## config.mk

```make
export PLATFORM = sky130hd
export DESIGN_NAME = conv_nm_pipe
export DESIGN_NICKNAME = d
export VERILOG_FILES = /design/src/rtl/conv_pkg.sv /design/src/rtl/conv_mem.sv /design/src/rtl/conv_nm_pipe.sv
export SDC_FILE = /design/constraint.sdc
export NUM_CORES = 1
export LEC_CHECK = 0
export ABC_AREA = 1
export CAP_MARGIN = 20
export CORE_MARGIN = 2
export CORE_UTILIZATION = 40
export CTS_BUF_LIST = sky130_fd_sc_hd__clkbuf_8
export CTS_CLUSTER_SIZE = 8
export DETAILED_ROUTE_END_ITERATION = 12
export PLACE_DENSITY = 0.6
export SYNTH_ARGS = -nofsm -noshare
export SYNTH_HDL_FRONTEND = slang
export SYNTH_SLANG_ARGS = --single-unit
export TNS_END_PERCENT = 20
```

## constraint.sdc

```tcl
create_clock -name clk -period 8 [get_ports clk]
set_input_delay 2 -clock clk [delete_from_list [all_inputs] [get_ports clk]]
set_output_delay 2 -clock clk [all_outputs]
set_load 0.01 [all_outputs]
```

## src/rtl/conv_pkg.sv

```systemverilog
// Shared types and helpers for the N-by-M streaming convolution pipeline.
//   state_t   : controller states (LOAD, MAC, OUT)
//   out_width : result width 2*T + clog2(M), wide enough for an M-tap
//               full-precision signed sum of T x T products.
package conv_pkg;

  typedef enum logic [1:0] {
    LOAD = 2'd0,
    MAC  = 2'd1,
    OUT  = 2'd2
  } state_t;

  function automatic int unsigned out_width(input int unsigned t, input int unsigned m);
    return 2 * t + $clog2(m);
  endfunction

endpackage

```

## src/rtl/conv_mem.sv

```systemverilog
// Single-port memory, synchronous write-enable and synchronous read.
// Ports:
//   clk   : clock
//   we    : write enable
//   addr  : shared read/write address
//   wdata : write data
//   rdata : registered read data (old contents on a same-cycle write)
// Contents are not reset.
module conv_mem #(
  parameter int unsigned WIDTH = 8,
  parameter int unsigned DEPTH = 8
) (
  input  logic                     clk,
  input  logic                     we,
  input  logic [$clog2(DEPTH)-1:0] addr,
  input  logic [WIDTH-1:0]         wdata,
  output logic [WIDTH-1:0]         rdata
);

  logic [WIDTH-1:0] mem [DEPTH];

  always_ff @(posedge clk) begin
    if (we) mem[addr] <= wdata;
    rdata <= mem[addr];
  end

endmodule

```

## src/rtl/conv_nm_pipe.sv

```systemverilog
// Streaming 1-D valid convolution: loads x[0..N-1] and f[0..M-1] over two
// independent valid/ready streams, then emits y[i] = sum_j x[i+j]*f[j] for
// i = 0..N-M on a valid/ready output stream.
// Datapath: memory read -> registered signed multiply -> W-bit accumulate.
// Ports:
//   clk, reset                  : clock, synchronous active-high reset
//   s_data_x/s_valid_x/s_ready_x: x sample stream
//   s_data_f/s_valid_f/s_ready_f: f tap stream
//   m_data_y/m_valid_y/m_ready_y: result stream (registered data/valid)
// Build option: CONV_RELU_EN clamps negative results to zero.
module conv_nm_pipe
  import conv_pkg::*;
#(
  parameter  int unsigned N = 8,
  parameter  int unsigned M = 4,
  parameter  int unsigned T = 8,
  localparam int unsigned W = out_width(T, M)
) (
  input  logic                clk,
  input  logic                reset,
  input  logic signed [T-1:0] s_data_x,
  input  logic                s_valid_x,
  output logic                s_ready_x,
  input  logic signed [T-1:0] s_data_f,
  input  logic                s_valid_f,
  output logic                s_ready_f,
  output logic signed [W-1:0] m_data_y,
  output logic                m_valid_y,
  input  logic                m_ready_y
);

  localparam int unsigned AXW = $clog2(N);
  localparam int unsigned AFW = $clog2(M);
  localparam int unsigned CXW = $clog2(N + 1);
  localparam int unsigned CFW = $clog2(M + 1);

  state_t               state;
  logic [CXW-1:0]       cnt_x, cnt_x_nxt;
  logic [CFW-1:0]       cnt_f, cnt_f_nxt;
  logic [AXW-1:0]       idx_i;
  logic [CFW-1:0]       k;
  logic                 rd_v, rd_last, p_v, p_last;
  logic signed [2*T-1:0] prod;
  logic signed [W-1:0]  acc, acc_sum, y_res;
  logic                 fire_x, fire_f, fire_y, issue;
  logic [AXW-1:0]       addr_x;
  logic [AFW-1:0]       addr_f;
  logic signed [T-1:0]  rdata_x, rdata_f;

  conv_mem #(.WIDTH(T), .DEPTH(N)) u_mem_x (
    .clk   (clk),
    .we    (fire_x),
    .addr  (addr_x),
    .wdata (s_data_x),
    .rdata (rdata_x)
  );

  conv_mem #(.WIDTH(T), .DEPTH(M)) u_mem_f (
    .clk   (clk),
    .we    (fire_f),
    .addr  (addr_f),
    .wdata (s_data_f),
    .rdata (rdata_f)
  );

  // Handshakes, next counts, memory addressing and the result value.
  always_comb begin
    fire_x    = s_valid_x & s_ready_x;
    fire_f    = s_valid_f & s_ready_f;
    fire_y    = m_valid_y & m_ready_y;
    cnt_x_nxt = cnt_x + CXW'(fire_x);
    cnt_f_nxt = cnt_f + CFW'(fire_f);
    issue     = (state == MAC) && (k < CFW'(M));
    // Memories are written by arrival count in LOAD and read at x[i+k], f[k] otherwise.
    addr_x    = (state == LOAD) ? AXW'(cnt_x) : AXW'(32'(idx_i) + 32'(k));
    addr_f    = (state == LOAD) ? AFW'(cnt_f) : AFW'(k);
    acc_sum   = acc + W'(prod);
`ifdef CONV_RELU_EN
    y_res     = acc_sum[W-1] ? '0 : acc_sum;
`else
    y_res     = acc_sum;
`endif
  end

  // Controller and pipeline registers.
  always_ff @(posedge clk) begin
    if (reset) begin
      state     <= LOAD;
      cnt_x     <= '0;
      cnt_f     <= '0;
      idx_i     <= '0;
      k         <= '0;
      rd_v      <= 1'b0;
      rd_last   <= 1'b0;
      p_v       <= 1'b0;
      p_last    <= 1'b0;
      prod      <= '0;
      acc       <= '0;
      m_valid_y <= 1'b0;
      m_data_y  <= '0;
      s_ready_x <= 1'b0;
      s_ready_f <= 1'b0;
    end else begin
      // Read -> multiply -> accumulate; a tap is in flight while its flag is set.
      rd_v    <= issue;
      rd_last <= issue && (k == CFW'(M - 1));
      p_v     <= rd_v;
      p_last  <= rd_last;
      if (rd_v) prod <= rdata_x * rdata_f;
      // Clearing on the last tap leaves acc at zero when the next y[i] starts.
      if (p_v) acc <= p_last ? '0 : acc_sum;

      case (state)
        LOAD: begin
          cnt_x <= cnt_x_nxt;
          cnt_f <= cnt_f_nxt;
          if (cnt_x_nxt == CXW'(N) && cnt_f_nxt == CFW'(M)) begin
            state     <= MAC;
            idx_i     <= '0;
            k         <= '0;
            s_ready_x <= 1'b0;
            s_ready_f <= 1'b0;
          end else begin
            s_ready_x <= cnt_x_nxt < CXW'(N);
            s_ready_f <= cnt_f_nxt < CFW'(M);
          end
        end
        MAC: begin
          if (issue) k <= k + CFW'(1);
          if (p_v && p_last) begin
            state     <= OUT;
            m_valid_y <= 1'b1;
            m_data_y  <= y_res;
          end
        end
        OUT: begin
          // Hold data and issue nothing until the result is taken.
          if (fire_y) begin
            m_valid_y <= 1'b0;
            if (idx_i == AXW'(N - M)) begin
              state     <= LOAD;
              cnt_x     <= '0;
              cnt_f     <= '0;
              s_ready_x <= 1'b1;
              s_ready_f <= 1'b1;
            end else begin
              state <= MAC;
              idx_i <= idx_i + AXW'(1);
              k     <= '0;
            end
          end
        end
        default: state <= LOAD;
      endcase
    end
  end

endmodule
```

======== After elaboration in Yosys (flattened, before gate mapping) ========
Memory sizes are Yosys's and may differ from the RTL's. A register that Yosys moved wholly into a read port is not among the register bits.
Cells that the tools add are included.
cells by class
  $add $sub $neg .......................... 6
  multipliers ............................. 1
  magnitude comparators ................... 3
  eq/ne operators ......................... 12
  multiplexer cells ....................... 35
  bitwise operators ....................... 3
  reduce and logical (&&, ||, !) cells .... 14
operators by type and width
  cell                                                   count
  2-to-1 mux 3 bit                                       9
  adder 18 x 16 -> 18 bit                                1
  2-to-1 mux 18 bit                                      1
  multiplier 8 x 8 -> 16 bit                             1
  case mux 3 bit (2 select lines)                        2
  2-to-1 mux 1 bit                                       11
  case mux 3 bit (3 select lines)                        1
  AND reduction 3 bit                                    3
  2-to-1 mux 2 bit                                       4
  2-to-1 mux 4 bit                                       2
  inequality test 2 bit, second input constant           4
  case mux 4 bit (2 select lines)                        1
  adder 3 x 1 -> 3 bit, second input constant            2
  == test 3 bit, second input constant                   2
  less-than comparator 3 bit, second input constant      2
  case mux 1 bit (2 select lines)                        3
  case mux 2 bit (3 select lines)                        1
  AND reduction 5 bit                                    1
  adder 4 x 1 -> 4 bit                                   1
  == test 4 bit, second input constant                   1
  logical AND 1 bit                                      4
  less-than comparator 4 bit, second input constant      1
  inequality test 2 x 1 -> 1 bit, second input constant  2
  AND reduction 4 bit                                    1
  10 further kinds                                       13
storage, ports and cells
  register bits ........................... 74
  bits in writable memories ............... 96
  bits of input ports ..................... 21
  memories ................................ 2
memory list
  name         depth  width  rd ports  clocked after Yosys merged registers in  wr ports  line            text
  u_mem_x.mem  8      8      1         1                                        1         conv_mem.sv:20  logic [WIDTH-1:0] mem [DEPTH];
  u_mem_f.mem  4      8      1         1                                        1         conv_mem.sv:20

======== Longest topological paths before layout ========
Gate-level depths: netlist of the first run.
  depth in word-level cells ............... 6
  gate-level depth with buffers ........... 21
  gate-level depth less buffers ........... 20

======== By module ========
From an unflattened synthesis of the first run, not the netlist that was laid out.
unflattened totals
  cell total of the unflattened synthesis .. 1353
  area total of the unflattened synthesis .. 11026.8 um^2
modules (own cells, without submodules)
  module               times used  cells an instance  area each (um^2)  sequential area each (um^2)
  conv_nm_pipe         1           950                6596.3            1481.4
  conv_mem at u_mem_x  1           280                2924.1            2082.0
  conv_mem at u_mem_f  1           123                1506.4            1121.1

======== Least setup slack after synthesis of the first run ========
Ideal clock, no wire load.
  kind .................................... reg2reg
  from .................................... register u_mem_x.rdata[0] (read register of u_mem_x.mem)
  to ...................................... register prod[10]
  library setup time ...................... 58 ps
  arrival time ............................ 4212 ps
  data required time ...................... 7942 ps
  setup slack ............................. 3730 ps
  stages on the path, launching flop included .. 18
  path buffers ............................ 1
  period minus slack after synthesis ...... 4270 ps
  path through ............................ dfxtp_1 -> clkbuf_1 -> or2_2 -> fa_1 -> fa_1 -> inv_1 -> fa_1 -> inv_1 -> fa_1 -> inv_1 -> ha_1 -> nand2_1 -> o21ai_0 -> a21oi_1 -> or2_2 -> nand3_1 -> o211ai_1 -> inv_1
between the ends
  word-level cells in the longest chain between the ends .. 1
RTL lines
  item                        line                 text
  from (decl)                 conv_mem.sv:17       output logic [WIDTH-1:0] rdata
  multiplier 8 x 8 -> 16 bit  conv_nm_pipe.sv:109  if (rd_v) prod <= rdata_x * rdata_f;
  to (signal assigned)        conv_nm_pipe.sv:109
  to (decl)                   conv_nm_pipe.sv:43   logic signed [2*T-1:0] prod;
Every way passes these cells.
A chain may end at the register's enable or synchronous reset.

======== Worst setup path after layout of the first run ========
  from .................................... register u_mem_f.rdata[7] (read register of u_mem_f.mem)
  to ...................................... register prod[10]
between the ends
  word-level cells in the longest chain between the ends .. 1
RTL lines
  item                        line
  from (decl)                 conv_mem.sv:17
  multiplier 8 x 8 -> 16 bit  conv_nm_pipe.sv:109
Every way passes these cells.

==> results of run 1 <==
## stage by stage
| step | hold slack [ps] | total power [W] |
|---|---|---|
| after floorplan | 388.3 | 0.003395 |
| after global placement | 388.5 | 0.003964 |
| after detailed placement | 406.1 | 0.003992 |
| after CTS | 419.8 | 0.004659 |
| after global routing | 432.4 | 0.005231 |
| final | 417.4 | 0.004614 |
## metal layers
layer  up-vias  track usage  wire (um)
met4         0      0.03523        194
met2       113       0.2797      10810
li1       4078            -          -
met5         -            0          0
met3        12      0.02782        660
met1      3708       0.2254      11040
## how the worst max path moves through the flow
stage	depth (start not counted)	end	from	slack, ps
floorplan	17	prod[10]$_SDFFE_PP0P_	u_mem_x.rdata[0]$_DFF_P_	3730
global placement	17	prod[10]$_SDFFE_PP0P_	u_mem_f.rdata[7]$_DFF_P_	3550
detailed placement	17	prod[10]$_SDFFE_PP0P_	u_mem_f.rdata[7]$_DFF_P_	3490
CTS	17	prod[10]$_SDFFE_PP0P_	u_mem_f.rdata[7]$_DFF_P_	3470
global route	17	prod[10]$_SDFFE_PP0P_	u_mem_f.rdata[7]$_DFF_P_	3120
finish	17	prod[10]$_SDFFE_PP0P_	u_mem_f.rdata[7]$_DFF_P_	3470
## synthesized netlist by cell type, types with 5 or more instances
library cell  number
nor2_1           111
o21ai_0           35
a22oi_1           12
inv_2              5
edfxtp_1          96
nand2_1          345
or2_2              6
fa_1              57
buf_6              5
o21ai_1           10
inv_1            205
xor2_1            12
dfxtp_1           90
a21oi_1           75
ha_1              55
nand3_1           68
o211ai_1           5
nand3b_1           8
xnor2_1            9
clkbuf_1          31
## critical path: cells and delay by family (launching register included)
family,cells,cell delay [ps]
AOI/OAI and AO/OA,3,530
adders and majority gates,5,2440
buffers and inverters,5,370
DFF,1,380
and+or+nand+nor,4,760
## sequential cells by signal, summed over array words and instances, names as in the netlist, 2 cells and up
name	count
u_mem_x.mem	64
k	3
cnt_x	4
prod	16
u_mem_f.mem	32
u_mem_x.rdata	8
idx_i	3
m_data_y	18
state	2
cnt_f	3
acc	18
u_mem_f.rdata	8
## cells by family after synthesis
family	after synthesis
DFF	186
buffers and inverters	257
and+or+nand+nor	555
adders and majority gates	112
xor gates and xnor gates	21
AOI/OAI and AO/OA	150
## area by class of cell
cell class / instances / share of cell area
clock buffers: 17 / 0.01967
clock inverters: 15 / 0.01599
inverters: 211 / 0.06700
multi-input cells: 838 / 0.4292
flip-flops and latches: 186 / 0.3938
well taps: 341 / 0.03587
repair buffers: 48 / 0.03850
## power groups by stage
stage	Clock (W)	Combinational (W)	Sequential [W]
after floorplan	0	0.00231	0.00108
final	0.000661	0.00284	0.00112
after CTS	0.000677	0.00287	0.00112
after detailed placement	0	0.00285	0.00114
after global placement	0	0.00283	0.00114
after global routing	0.000714	0.00339	0.00112
==> metrics.md, run 1 <==
| Metric | Value |
|---|---|
| Outcome | complete, no violations |
| Largest net degree at the start of global routing | 53 |
| Most common cell after layout, fill and taps aside | nand2_1 |
| Worst slack, placed | 3488 ps |
| CTS Sinks | 186 |
| Final setup vio count | 0 |
| Placed inst area | 11,470 sq um |
| Number of flops mapped to enable cells by yosys | 96 |
| Critical path class | reg2reg |
| Hpwl dp | 16,340 um |
| Synth top area share | 0.2665 |
| All-Layer GR Usage | 0.1657 |
| Clock latency on the worst-skew pair | 490 ps |
| RSZ-0062 raised after global routing | false |
| Psw | 0.002250 W |
| Register area | 4684 sq um |
| Commonest cells after routing, fill and taps aside | 345 x nand2_1, 205 x inv_1, 111 x nor2_1, 96 x edfxtp_1, 90 x dfxtp_1 |
| Fmax | 0.2207 GHz |
| Top FF cell, synth | edfxtp_1 |
| Switching Share | 0.4875 |
| IO buf count | 41 |
| Post-Syn Area | 10,820 sq um |
| Worst hold endpoint | p_last$_SDFF_PP0_ |
| Initial Util | 0.4048 |
| Final wirelength | 22,700 um |
| Largest fanout on the critical path | 8 |
| Routability Congestion | 0.9036 |
| Worst reg2reg setup slack | 3470 ps |
| Post-synthesis compound-gate area fraction | 0.07714 |
| Top Ports | 42 |
| Startpoint Class | register |
| Least-Margin Pin Slew | 1024 ps |
| Core area | 26,730 sq um |
| Die area | 28,380 sq um |
| Flops & latches, synth | 186 |
| Vias in the first global route | 7,510 |
| Wire per inst | 13.71 um |
| Final Util | 0.4451 |
| Initial antenna violation count | 0 |
| Crit path DAT | 4960 ps |
| Max_cap viols | 0 |
| Grt total ovfl | 0 |
| Area growth syn-to-layout | 9.946% |
| Setup bufs post-CTS | 0 |
| CP peak stage delay | 550 ps |
| First drt pass iteration count | 5 |
| Num CTS Buffers | 17 |
| Fillers | 2,647 |
| Synth Area in XOR/XNOR | 0.01700 |
| Final net count | 1,435 |
| Critical Path RT | 8430 ps |
| Syn Area/Cell | 8.446 sq um |
| Syn. warnings | 0 |
| Syn nets | 1,414 |
| WHS Path Cells | 2 |
| Largest family of logic cells by synthesized area | simple AND/OR/NAND/NOR gates |
| Cells after Synth | 1,281 |
| Non-filler cells, final | 1,656 |
| Synth Area in Adders | 0.1691 |
| Cell Chain, Critical Path | inv_1, or2_2, fa_1, fa_1, inv_1, fa_1, inv_1, fa_1, inv_1, ha_1, nand2_1, o21ai_0, a21oi_1, or2_2, nand3_1, o211ai_1, inv_1 |
| Root Driver | clkbuf_8 |
| Pins over their slew limit | 0 |
| First-pass GRT wire length | 37,560 um |
| Crit end category | register |
| Top post-synthesis cells by area | edfxtp_1 27%, dfxtp_1 17%, nand2_1 12%, fa_1 11%, inv_1 7.1% |
| Reg power frac | 0.242 |
| Number of H-tree levels | 4 |
| Pleak | 5.545 nW |
| Routed Antenna Nets | 0 |
| Simple-gate share of the synthesized area | 0.2086 |
| First DRT Iteration DRCs | 593 |
| PD cells | 387.9 nW/um^2 |
| Period utilization | 0.5664 |
| HP Start | rd_last$_SDFF_PP0_ |
| Via count | 7,911 |
| Clock slew at reported path FFs | 110 ps |
| Post-CTS Hold Fix Bufs | 0 |
| Fraction of layout cells with a size suffix above 1 | 0.04563 |
| Fin area | 11,900 sq um |
| Ant. Diodes | 0 |
| R2r worst-path depth | 17 |
| Comb power frac | 0.615 |
| Clk pwr share | 0.143 |
| Die Wd | 168.5 um |
| Ys async rst share | 0 |
| Register area share after synthesis | 0.4330 |
| Die H | 168.5 um |
| Dpl cells | 1,624 |
| Synth unique cells | 37 |
| Critical path's most frequent cell | inv_1 |
| Capturing point of the worst reg2reg path | prod[10]$_SDFFE_PP0P_ |
| Via density per instance | 4.777 |
| Worst rel slew slack | 0.3149 |
| Area of the multi-input gates | 5105 sq um |
| Final setup margin | 3469 ps |
| Count of final hold-check violations | 0 |
| DRC | 0 |
| CP max stage cell | fa_1 |
| Fin crit period | 4531 ps |
| # resized after CTS | 0 |
| Worst VDD drop | 0.3562 mV |
| Yosys top cell by area | edfxtp_1 |
| Max clock buf depth | 2 |
| Worst Hold Class | reg2reg |
| Setup tns final | 0 ps |
| Worst r2r src | u_mem_f.rdata[7]$_DFF_P_ |
| Clock Skew | 33.53 ps |
| Row cnt | 60 |
| CTS tree | yes |
| Pint | 0.002365 W |
| Multiplexer share of the synthesized area | 0 |
No activity file was read; power rests on OpenSTA's default activity.
==> inputs of run 2 (changes only) <==
PLACE_DENSITY = 0.62   (was 0.6)
clock period = 3.97 ns   (was 8 ns; I/O delays follow)
==> metrics.md, run 2 (synthesized netlist as in run 1, its figures left out) <==
| Metric | Value |
|---|---|
| Via count | 8,250 |
| RSZ-0062 raised after global routing | true |
| Max FFs per register | 64 |
| Startpoint Class | register |
| Die area | 28,380 sq um |
| IO buf count | 41 |
| CP max stage cell | fa_1 |
| Die H | 168.5 um |
| Vias in the first global route | 8,157 |
| Largest regs | u_mem_x.mem (64), u_mem_f.mem (32) |
| DRC | 0 |
| Worst rel slew slack | 0.4576 |
| Number of H-tree levels | 4 |
| All-Layer GR Usage | 0.1689 |
| Routed Antenna Nets | 0 |
| CP Launch Point | u_mem_x.rdata[7]$_DFF_P_ |
| Routability Congestion | 0.8593 |
| Commonest cells after routing, fill and taps aside | 337 x nand2_1, 197 x inv_1, 105 x nor2_1, 96 x edfxtp_1, 77 x dfxtp_1 |
| Fillers | 2,579 |
| Clock slew at reported path FFs | 100 ps |
| Crit end category | register |
| Area growth syn-to-layout | 16.14% |
| Largest net degree at the start of global routing | 52 |
| First drt pass iteration count | 5 |
| Max_cap viols | 0 |
| First DRT Iteration DRCs | 419 |
| Pins over their slew limit | 0 |
| Fin area | 12,570 sq um |
| HP Start | rd_last$_SDFF_PP0_ |
| Register area | 4713 sq um |
| Max clock buf depth | 2 |
| Most common cell after layout, fill and taps aside | nand2_1 |
| Wire per inst | 13.34 um |
| Final wirelength | 22,850 um |
| Via density per instance | 4.819 |
| Biggest register | u_mem_x.mem |
| Critical path class | reg2reg |
| Outcome | complete, no violations |
| Ant. Diodes | 0 |
| Grt total ovfl | 0 |
| Crit path DAT | 4330 ps |
| Final net count | 1,492 |
| CP peak stage delay | 550 ps |
| Fraction of layout cells with a size suffix above 1 | 0.1269 |
| Period utilization | 0.9985 |
| Initial Util | 0.4048 |
| Clock latency on the worst-skew pair | 470 ps |
| Core area | 26,730 sq um |
| Critical Path RT | 4340 ps |
| Initial antenna violation count | 0 |
| Fmax | 0.2523 GHz |
| Clock Skew | 14.53 ps |
| Largest fanout on the critical path | 6 |
| Root Driver | clkbuf_8 |
| CTS Sinks | 186 |
| Final setup vio count | 0 |
| Placed inst area | 11,900 sq um |
| Die Wd | 168.5 um |
| Top Ports | 42 |
| Num CTS Buffers | 17 |
| Worst r2r src | u_mem_x.rdata[7]$_DFF_P_ |
| Cell Chain, Critical Path | buf_4, nand2_2, inv_1, fa_1, inv_1, fa_1, fa_1, fa_1, inv_1, ha_4, inv_2, o21ai_2, a21oi_1, nand2_1, nor2_2, nand3_1, nand2_1, nor2_1, nor2_1 |
| Least-Margin Pin Slew | 812.4 ps |
| Hpwl dp | 16,910 um |
| CTS tree | yes |
| Area of the multi-input gates | 5354 sq um |
| Worst Hold Class | reg2reg |
| Count of final hold-check violations | 0 |
| Critical path's most frequent cell | fa_1 |
| Fin crit period | 3964 ps |
| First-pass GRT wire length | 38,780 um |
| Row cnt | 60 |
-- run 2: worst paths after layout --
path	slack (ps)	cells past startpoint	end
setup / recovery	6	19	prod[15]$_SDFFE_PP0P_
hold / removal	420	2	p_last$_SDFF_PP0_
setup reg to reg	6	19	prod[15]$_SDFFE_PP0P_
hold reg to reg	420	2	p_last$_SDFF_PP0_
-- run 2: area by class of cell --
class | count | area share
clock buffers | 17 | 0.01862
clock inverters | 14 | 0.01235
inverters | 211 | 0.06343
multi-input cells | 838 | 0.4261
flip-flops and latches | 186 | 0.3751
well taps | 341 | 0.03395
repair buffers | 105 | 0.07050
-- run 2: what timing repair did --
action / 4_1_cts / 5_1_grt
buffers inserted: 3 / 3
hold buffers: 0 / 0
gates resized for setup: 51 / 20
pin swaps: 20 / 14
endpoints found under the setup margin: 9 / 9
-- run 2: through the flow --
step	setup slack [ps]	std cells	TNS, ps	hold slack [ps]	util
CTS	5.844	1709	0	421.3	0.4663
detailed placement	-222.3	1675	-1271	404.2	0.4452
global route	-179.7	1712	-821.2	429.4	0.4702
finish	5.760	1712	0	421.2	0.4702
floorplan	-48.64	1281	-70.33	388.3	-
global placement	-150.6	1675	-689.3	390.8	0.4452
-- run 2: per-layer routing --
layer,wire (um),track usage,share of wire
met5,0,0,0
met4,407,0.05172,0.018
met3,756,0.02595,0.033
met2,11050,0.2881,0.48
met1,10640,0.2227,0.47
-- run 2: critical path: cells and delay by family (launching register included) --
family	cells	cell delay, ps
DFF	1	380
adders and majority gates	5	2330
buffers and inverters	5	400
and+or+nand+nor	7	490
AOI/OAI and AO/OA	2	260
Power of run 2 is not shown: default switching activity piles up to over one toggle a cycle in this logic, so the estimate is an artifact.
==> inputs of run 3 (changes only) <==
CTS_CLUSTER_SIZE = 10   (was 8)
==> results of run 3 <==
Same layout as run 2: the final DEF is identical, and so are final timing and power.
Power of run 3 is left out for the same reason.
